[src/rtl/mimasuo_pkg.sv]
// mimasuo_pkg: shared state encoding, symbol values and helpers for the code sender
package mimasuo_pkg;
   typedef enum logic [2:0] {IDLE, PRESS, GAP, WAIT, DONE} state_t;
   localparam logic SYM_B0 = 1'b0;
   localparam logic SYM_B1 = 1'b1;
   function automatic int max3(input int a, input int b, input int c);
      return (a > b) ? ((a > c) ? a : c) : ((b > c) ? b : c);
   endfunction
endpackage

[src/rtl/mimasuo_tick_counter.sv]
// mimasuo_tick_counter: loadable down-counter that stops at zero and flags it
module mimasuo_tick_counter #(
   parameter int W = 4
) (
   input  logic         clk,
   input  logic         rst,
   input  logic         load,
   input  logic [W-1:0] value,
   output logic         zero
);
   logic [W-1:0] cnt;
   always_ff @(posedge clk) begin
      if (rst) cnt <= '0;
      else if (load) cnt <= value;
      else if (cnt != '0) cnt <= cnt - W'(1);
   end
   assign zero = (cnt == '0);
endmodule

[src/rtl/mimasuo_code_sender.sv]
// mimasuo_code_sender: plays a stored code word into a combination lock as timed
// button presses, then watches unlock for a bounded window and reports pass/fail.
module mimasuo_code_sender
   import mimasuo_pkg::*;
#(
   parameter int CODE_LEN     = 8,
   parameter int PRESS_CYCLES = 2,
   parameter int GAP_CYCLES   = 1,
   parameter int TIMEOUT      = 16
) (
   input  logic                clk,
   input  logic                rst,
   input  logic                start,
   input  logic [CODE_LEN-1:0] code,
   input  logic                abort,
   input  logic                unlock,
   output logic                button0,
   output logic                button1,
   output logic                busy,
   output logic                done,
   output logic                pass
);
   localparam int TW = $clog2(max3(PRESS_CYCLES, GAP_CYCLES, TIMEOUT) + 1);
   localparam int SW = $clog2(CODE_LEN) + 1;
   state_t state, nxt;
   logic [CODE_LEN-1:0] shreg, nxt_shreg;
   logic [SW-1:0] sym, nxt_sym;
   logic [TW-1:0] load_val;
   logic load, zero, nxt_pass;
   mimasuo_tick_counter #(.W(TW)) u_tick (
      .clk  (clk),
      .rst  (rst),
      .load (load),
      .value(load_val),
      .zero (zero)
   );
   // the one tick counter is reloaded on every state entry, so it never wraps
   always_comb begin
      nxt = state;
      nxt_shreg = shreg;
      nxt_sym = sym;
      nxt_pass = pass;
      load = 1'b0;
      load_val = '0;
      case (state)
         IDLE: if (start && !abort) begin
            nxt = PRESS;
            nxt_shreg = code;
            nxt_sym = SW'(CODE_LEN - 1);
            nxt_pass = 1'b0;
            load = 1'b1;
            load_val = TW'(PRESS_CYCLES - 1);
         end
         PRESS: if (zero) begin
            nxt = GAP;
            load = 1'b1;
            load_val = TW'(GAP_CYCLES - 1);
         end
         GAP: if (zero) begin
            nxt = (sym == '0) ? WAIT : PRESS;
            nxt_shreg = (sym == '0) ? shreg : shreg << 1;
            nxt_sym = (sym == '0) ? sym : sym - SW'(1);
            load = 1'b1;
            load_val = (sym == '0) ? TW'(TIMEOUT - 1) : TW'(PRESS_CYCLES - 1);
         end
         WAIT: if (unlock || zero) begin
            nxt = DONE;
            nxt_pass = unlock;
         end
         DONE: nxt = IDLE;
         default: nxt = IDLE;
      endcase
      if (abort && state != IDLE) begin
         nxt = IDLE;
         nxt_pass = 1'b0;
      end
   end
   // buttons are registered from the next state so they rise one cycle after start
   always_ff @(posedge clk) begin
      if (rst) begin
         state <= IDLE;
         shreg <= '0;
         sym <= '0;
         pass <= 1'b0;
         button0 <= 1'b0;
         button1 <= 1'b0;
      end else begin
         state <= nxt;
         shreg <= nxt_shreg;
         sym <= nxt_sym;
         pass <= nxt_pass;
         button0 <= (nxt == PRESS) && (nxt_shreg[CODE_LEN-1] == SYM_B0);
         button1 <= (nxt == PRESS) && (nxt_shreg[CODE_LEN-1] == SYM_B1);
      end
   end
   assign busy = (state == PRESS) || (state == GAP) || (state == WAIT);
   assign done = (state == DONE);
endmodule

[config.mk]
export PLATFORM = sky130hd
export DESIGN_NAME = mimasuo_code_sender
export DESIGN_NICKNAME = d
export VERILOG_FILES = /design/src/rtl/mimasuo_pkg.sv /design/src/rtl/mimasuo_tick_counter.sv /design/src/rtl/mimasuo_code_sender.sv
export SDC_FILE = /design/constraint.sdc
export NUM_CORES = 1
export LEC_CHECK = 0
export CAP_MARGIN = 5
export CORE_AREA = 3 3 52 54
export CTS_BUF_LIST = sky130_fd_sc_hd__clkbuf_16
export DETAILED_ROUTE_END_ITERATION = 12
export DIE_AREA = 0 0 55 57
export PLACE_DENSITY = 0.77
export SETUP_SLACK_MARGIN = 0.15
export SLEW_MARGIN = 20
export SYNTH_ARGS = -nofsm -noshare
export SYNTH_HDL_FRONTEND = slang
export SYNTH_SLANG_ARGS = --single-unit
[constraint.sdc]
create_clock -name clk -period 4.4 [get_ports clk]
set_input_delay 0.44 -clock clk [delete_from_list [all_inputs] [get_ports clk]]
set_output_delay 0.44 -clock clk [all_outputs]
set_load 0.05 [all_outputs]
---- Word-level counts from Yosys, hierarchy flattened ----
Index checks and enable logic that the tools add are counted.
storage, ports and cells
  output and inout bits ................... 5
  word-level logic and storage cells ...... 67
  input port bits ......................... 13
  bits in registers ....................... 23
operators by class
  reduce and logical (&&, ||, !) cells .... 20
  bitwise operators ....................... 1
  equality and inequality tests ........... 9
  add/sub/neg operators ................... 2
  muxes and demuxes ....................... 27
operators by type and width
  operator                                                             number
  8-bit two-way mux                                                    3
  4-bit two-way mux                                                    5
  4-bit one-hot mux with 2 select lines                                2
  8-bit one-hot mux with 2 select lines                                1
  3-bit two-way mux                                                    5
  3-bit one-hot mux with 4 select lines                                1
  5-bit two-way mux                                                    2
  2-bit != test (second input constant)                                4
  3-bit by 1-bit == test with 1-bit output (second input constant)     2
  3-bit by 2-bit == test with 1-bit output (second input constant)     2
  2-bit nonzero test                                                   3
  5-bit logical NOT                                                    1
  1-bit two-way mux                                                    5
  5-bit nonzero test                                                   1
  5-bit by 1-bit subtractor with 5-bit output (second input constant)  1
  1-bit logical AND                                                    4
  4-bit logical NOT                                                    1
  1-bit one-hot mux with 2 select lines                                2
  4-bit AND reduction                                                  1
  2-bit OR reduction                                                   2
  4-bit by 1-bit subtractor with 4-bit output (second input constant)  1
  3-bit == test (second input constant)                                1
  3-bit logical NOT                                                    1
  1-bit logical OR                                                     3
  5 further kinds                                                      5

---- Logic depth before layout (Yosys ltp) ----
  word-level depth ........................ 7
  mapped depth ............................ 8
  mapped depth without buffers ............ 6

---- Cells and area by module ----
A second synthesis with hierarchy kept.
second synthesis, totals
  cells, all modules ...................... 130
  area, all modules ....................... 1,153.6 um^2
by module, submodules not included
  module                cells an instance  instances  area an instance (um^2)  seq. area each (um^2)
  mimasuo_code_sender   98                 1          865.8                    360.3
  mimasuo_tick_counter  32                 1          287.8                    100.1

---- Worst setup path before layout ----
No wires, ideal clock.
  path type ............................... reg-to-output
  start point ............................. reg state[0]
  end point ............................... out busy
  cell stages (with the launch flop) ...... 4
  data required time ...................... 3.960 ns
  slack ................................... 2.586 ns
  buffers on the path ..................... 1
  arrival ................................. 1.374 ns
  cell sequence ........................... dfxtp_1 -> clkbuf_1 -> nor2_1 -> nor2_1
on the way
  word-level cells in the longest chain between the ends .. 3
  elaborated cells on any way between the ends .. 5
  those cells by class .................... eq/ne (3); reduce/logical (2)
ends and longest elaborated chain
  element                                                                                               RTL line                   text
  from (decl)                                                                                           mimasuo_code_sender.sv:25  state_t state, nxt;
  from (signal assigned)                                                                                mimasuo_code_sender.sv:88  state <= nxt;
  3-bit by 1-bit == test with 1-bit output or 3-bit by 2-bit == test with 1-bit output (tied branches)  mimasuo_code_sender.sv:96  assign busy = (state == PRESS) || (state == GAP) || (state == WAIT);
  1-bit logical OR                                                                                      mimasuo_code_sender.sv:96
  1-bit logical OR *                                                                                    mimasuo_code_sender.sv:96
  to (decl)                                                                                             mimasuo_code_sender.sv:19  output logic busy,
Mark *: on every way between the ends. The rest lies on a longest branch, timed or not.

---- Worst setup path in the final report ----
  start point ............................. reg u_tick.cnt[0]
  end point ............................... reg sym[2]
on the way
  word-level cells in the longest chain between the ends .. 3
ends and longest elaborated chain
  element                        RTL line                    text
  from (decl)                    mimasuo_tick_counter.sv:11  logic [W-1:0] cnt;
  from (signal assigned)         mimasuo_tick_counter.sv:14  else if (load) cnt <= value;
  from (signal assigned)         mimasuo_tick_counter.sv:15  else if (cnt != '0) cnt <= cnt - W'(1);
  5-bit logical NOT              mimasuo_tick_counter.sv:17  assign zero = (cnt == '0);
  2-bit != test (no line)        --
  4-bit AND reduction (no line)  --
  to (signal assigned)           mimasuo_code_sender.sv:90   sym <= nxt_sym;
  to (decl)                      mimasuo_code_sender.sv:27   logic [SW-1:0] sym, nxt_sym;
No other way between the ends.
A chain may end at the register's enable or synchronous reset.

==> impl_metrics.yaml <==
cts:
  clockBufferDepth: 2
  ctsHtreeMaxLevel: 1
  count_of_cells_resized_by_post_cts_repair: 0
  cts_setup_buffers: 0
  postCtsHoldBufs: 0
  clk_latency_ns: 0.26
  clkSinkCount: 23
  tritoncts: "done"
  tritoncts.num_buffers: 3
  ctsRootBufferMaster: "sky130_fd_sc_hd__clkbuf_16"
  clkSlewWorstSetupHoldPaths_ns: 0.06
setup_path:
  critical-path-top-delay-family: "simple AND/OR/NAND/NOR gates"
  worstPathRequired_ns: 4.57
  critical_path.max_fanout: 18
  setup_slack_reg_to_reg_ns: 1.99
  worstPathCellList: "inv_1, ha_1, nor4b_4, and3_1, a211oi_2, a311oi_2"
  path_class: "reg -> reg"
  crit_buf_inv: 1
  regToRegStartpoint: "u_tick.cnt[0]"
  worst_ep_arrival_time_ns: 2.58
  rr_worst_depth: 6
  cp-startpoint: "u_tick.cnt[0]"
  cp_slowest_cell: "sky130_fd_sc_hd__nor4b_4"
  crit_path_end_kind: "flop"
  r2r-end: "sym[2]"
  critPathLaunchType: "flop"
  critical-path-max-stage-delay_ns: 0.71
logic_synthesis:
  yosysMostFrequentCell: "sky130_fd_sc_hd__dfxtp_1"
  synth_cell_type_count: 45
  ys_async_sr_fraction_pct: 0
  synth.yosys.warnings: 0
  synth_seq_area_share_pct: 36.2
  synth_top_flop_cell: "sky130_fd_sc_hd__dfxtp_1"
  synth_largest_type_area_fraction_pct: 36.2
  synth_top_area_cell: "sky130_fd_sc_hd__dfxtp_1"
  ys_ff_latch: 23
  netlist_instances: 148
  ys_top_cells_by_area: "sky130_fd_sc_hd__dfxtp_1, sky130_fd_sc_hd__a21oi_1, sky130_fd_sc_hd__a22oi_1"
  ys_top_cells_by_count: "sky130_fd_sc_hd__dfxtp_1, sky130_fd_sc_hd__a21oi_1, sky130_fd_sc_hd__nor2_1"
  syn_nets: 165
  mappedNetlistArea_um2: 1270
  post_synthesis_average_cell_area_um2: 8.60
  synth_edf_count: 0
detailed_routing:
  drt-wirelength-per-cell_um: 14.7
  finalWirelength_mm: 2.76
  viasPerCell: 5.92
  vias: 1113
  route.detailed.drc: 0
  route.antenna.remaining_nets: 0
  detail_route.iter0.violations: 12
  drt_first_pass_iters: 4
layout:
  num-fill-cells: 199
  layout-drive-gt1-share_pct: 9.38
  nNetsFinal: 178
  diodes: 0
  area_growth_pct: 18.6
global_route:
  grt_use_met3_pct: 6.79
  initial_antenna_violation_count: 0
  wire_length_of_the_first_global_routing_pass_mm: 4.70
  gr-usage-met2_pct: 32.4
  use_met1_pct: 24.0
  gr-usage-all-layers_pct: 20.2
  globalRouteOverflowTotal: 0
  grt_start_max_net_pins: 19
  first_global_vias: 1096
  grt.busiest_layer: "met2"
power:
  fin_total_pwr_w: 0.000839
  power_density_nw_per_um2: 556
  vdd_drop_max_mv: 0.304
  cellLeakagePower_nw: 0.546
sta:
  worstMarginPinSlew_ns: 0.845
  final_hold_viol_count: 0
  timing.final.crit_share_pct: 54.7
  slew_headroom_pct: 43.5
  timing.hold.ws_ns: 0.473
  rsz0062_at_grt: "no"
  final_max_slew_viol_count: 0
  max_freq_mhz: 415
  setup_violations: 0
  skew_ns: 0.00381
  final.setup.tns_ns: 0
  final.min_clock_period_ns: 2.41
worst_hold_path:
  min_path_type: "reg -> reg"
  timing.hold.worst_path_depth: 2
  min_from: "shreg[3]"
  min_delay_worst_endpoint: "shreg[3]"
floorplan:
  initial_utilization_pct: 56.4
  num_io_pins: 18
  fp.dieW_um: 55
  fp.dieH_um: 57
  rows: 17
  die_area_um2: 3140
  core-area_um2: 2250
job:
  max_cap_violations: 0
place:
  dp_hpwl_mm: 1.94
  port_buffers: 17
  gp_congestion: 0.802
run_status:
  status: "finished clean"
[worst min-delay path: stages (launching register included)]
cell and delay (ns):
sky130_fd_sc_hd__dfxtp_1 0.30, sky130_fd_sc_hd__o21ai_0 0.06, sky130_fd_sc_hd__a21oi_1 0.06
[area by class of cell]
type / count / area, um^2 / area share [%]
clock buffers: 3 / 75.1 / 4.98
clock inverters: 1 / 5.00 / 0.332
inverters: 8 / 30.0 / 1.99
multi-input cells: 108 / 733 / 48.6
flip-flops and latches: 23 / 460 / 30.5
well taps: 28 / 35.0 / 2.32
repair buffers: 17 / 170 / 11.3
[layout by cell type (no fill, tap or decap), types with 2 or more instances in the layout]
master and n:
sky130_fd_sc_hd__clkdlybuf4s50_1 17, sky130_fd_sc_hd__xor2_1 2, sky130_fd_sc_hd__nor2_1 12, sky130_fd_sc_hd__nand4_1 2
sky130_fd_sc_hd__a21oi_1 15, sky130_fd_sc_hd__dfxtp_1 23, sky130_fd_sc_hd__a22oi_1 8, sky130_fd_sc_hd__nand2_1 8
sky130_fd_sc_hd__or3_1 2, sky130_fd_sc_hd__clkbuf_16 3, sky130_fd_sc_hd__a311oi_1 2, sky130_fd_sc_hd__nor3b_1 2
sky130_fd_sc_hd__nand3_1 3, sky130_fd_sc_hd__inv_1 8, sky130_fd_sc_hd__nor3_1 7, sky130_fd_sc_hd__ha_1 4
sky130_fd_sc_hd__o21ai_0 11, sky130_fd_sc_hd__nor2b_1 4
[worst max-delay path by stage]
| stage | end | cells after the start |
|---|---|---|
| floorplan | busy | 3 |
| global placement | shreg[7] | 5 |
| detailed placement | shreg[7] | 5 |
| CTS | sym[2] | 6 |
| global route | sym[2] | 6 |
| finish | sym[2] | 6 |
[flip-flops by register name (all words and copies together), names as in the netlist]
register and cells:
button0 1, button1 1, pass 1, shreg 8, state 3, sym 4, u_tick.cnt 5
[cells by family (layout without fill, tap and decap cells)]
kind of cell / Yosys count / after routing / synth area share, %
AOI/OAI and AO/OA: 48 / 48 / 26.5
xor gates and xnor gates: 3 / 3 / 2.07
adders and majority gates: 4 / 4 / 3.93
buffers and inverters: 17 / 29 / 6.19
DFF: 23 / 23 / 36.2
muxes: 1 / 1 / 0.787
and+or+nand+nor: 52 / 52 / 24.4
[per-stage QoR]
step	worst slack, ns	util [%]	cells	cell area (um^2)
6_report	1.99	66.9	188	1510
5_1_grt	1.80	66.9	188	1510
4_1_cts	2.01	66.9	188	1510
3_5_place_dp	1.82	63.4	184	1430
3_3_place_gp	1.86	63.4	184	1430
2_1_floorplan	2.59	-	148	1270
[routing by layer]
| layer | part of all wire (%) | wire [um] | up-vias |
|---|---|---|---|
| li1 | - | - | 561 |
| met3 | 3.7 | 102 | 4 |
| met1 | 46 | 1260 | 535 |
| met5 | 0 | 0 | - |
| met2 | 49 | 1360 | 13 |
| met4 | 1.1 | 29 | 0 |
[power breakdown]
group / internal (W) / switching, W / total, W / leakage [nW]
Combinational: 0.000150 / 0.000196 / 0.000345 / 0.317
Clock: 0.000122 / 0.0000786 / 0.000201 / 0.0409
Sequential: 0.000245 / 0.0000471 / 0.000292 / 0.188
Total: 0.000517 / 0.000321 / 0.000839 / 0.546
No activity file was read; power rests on OpenSTA's default activity.
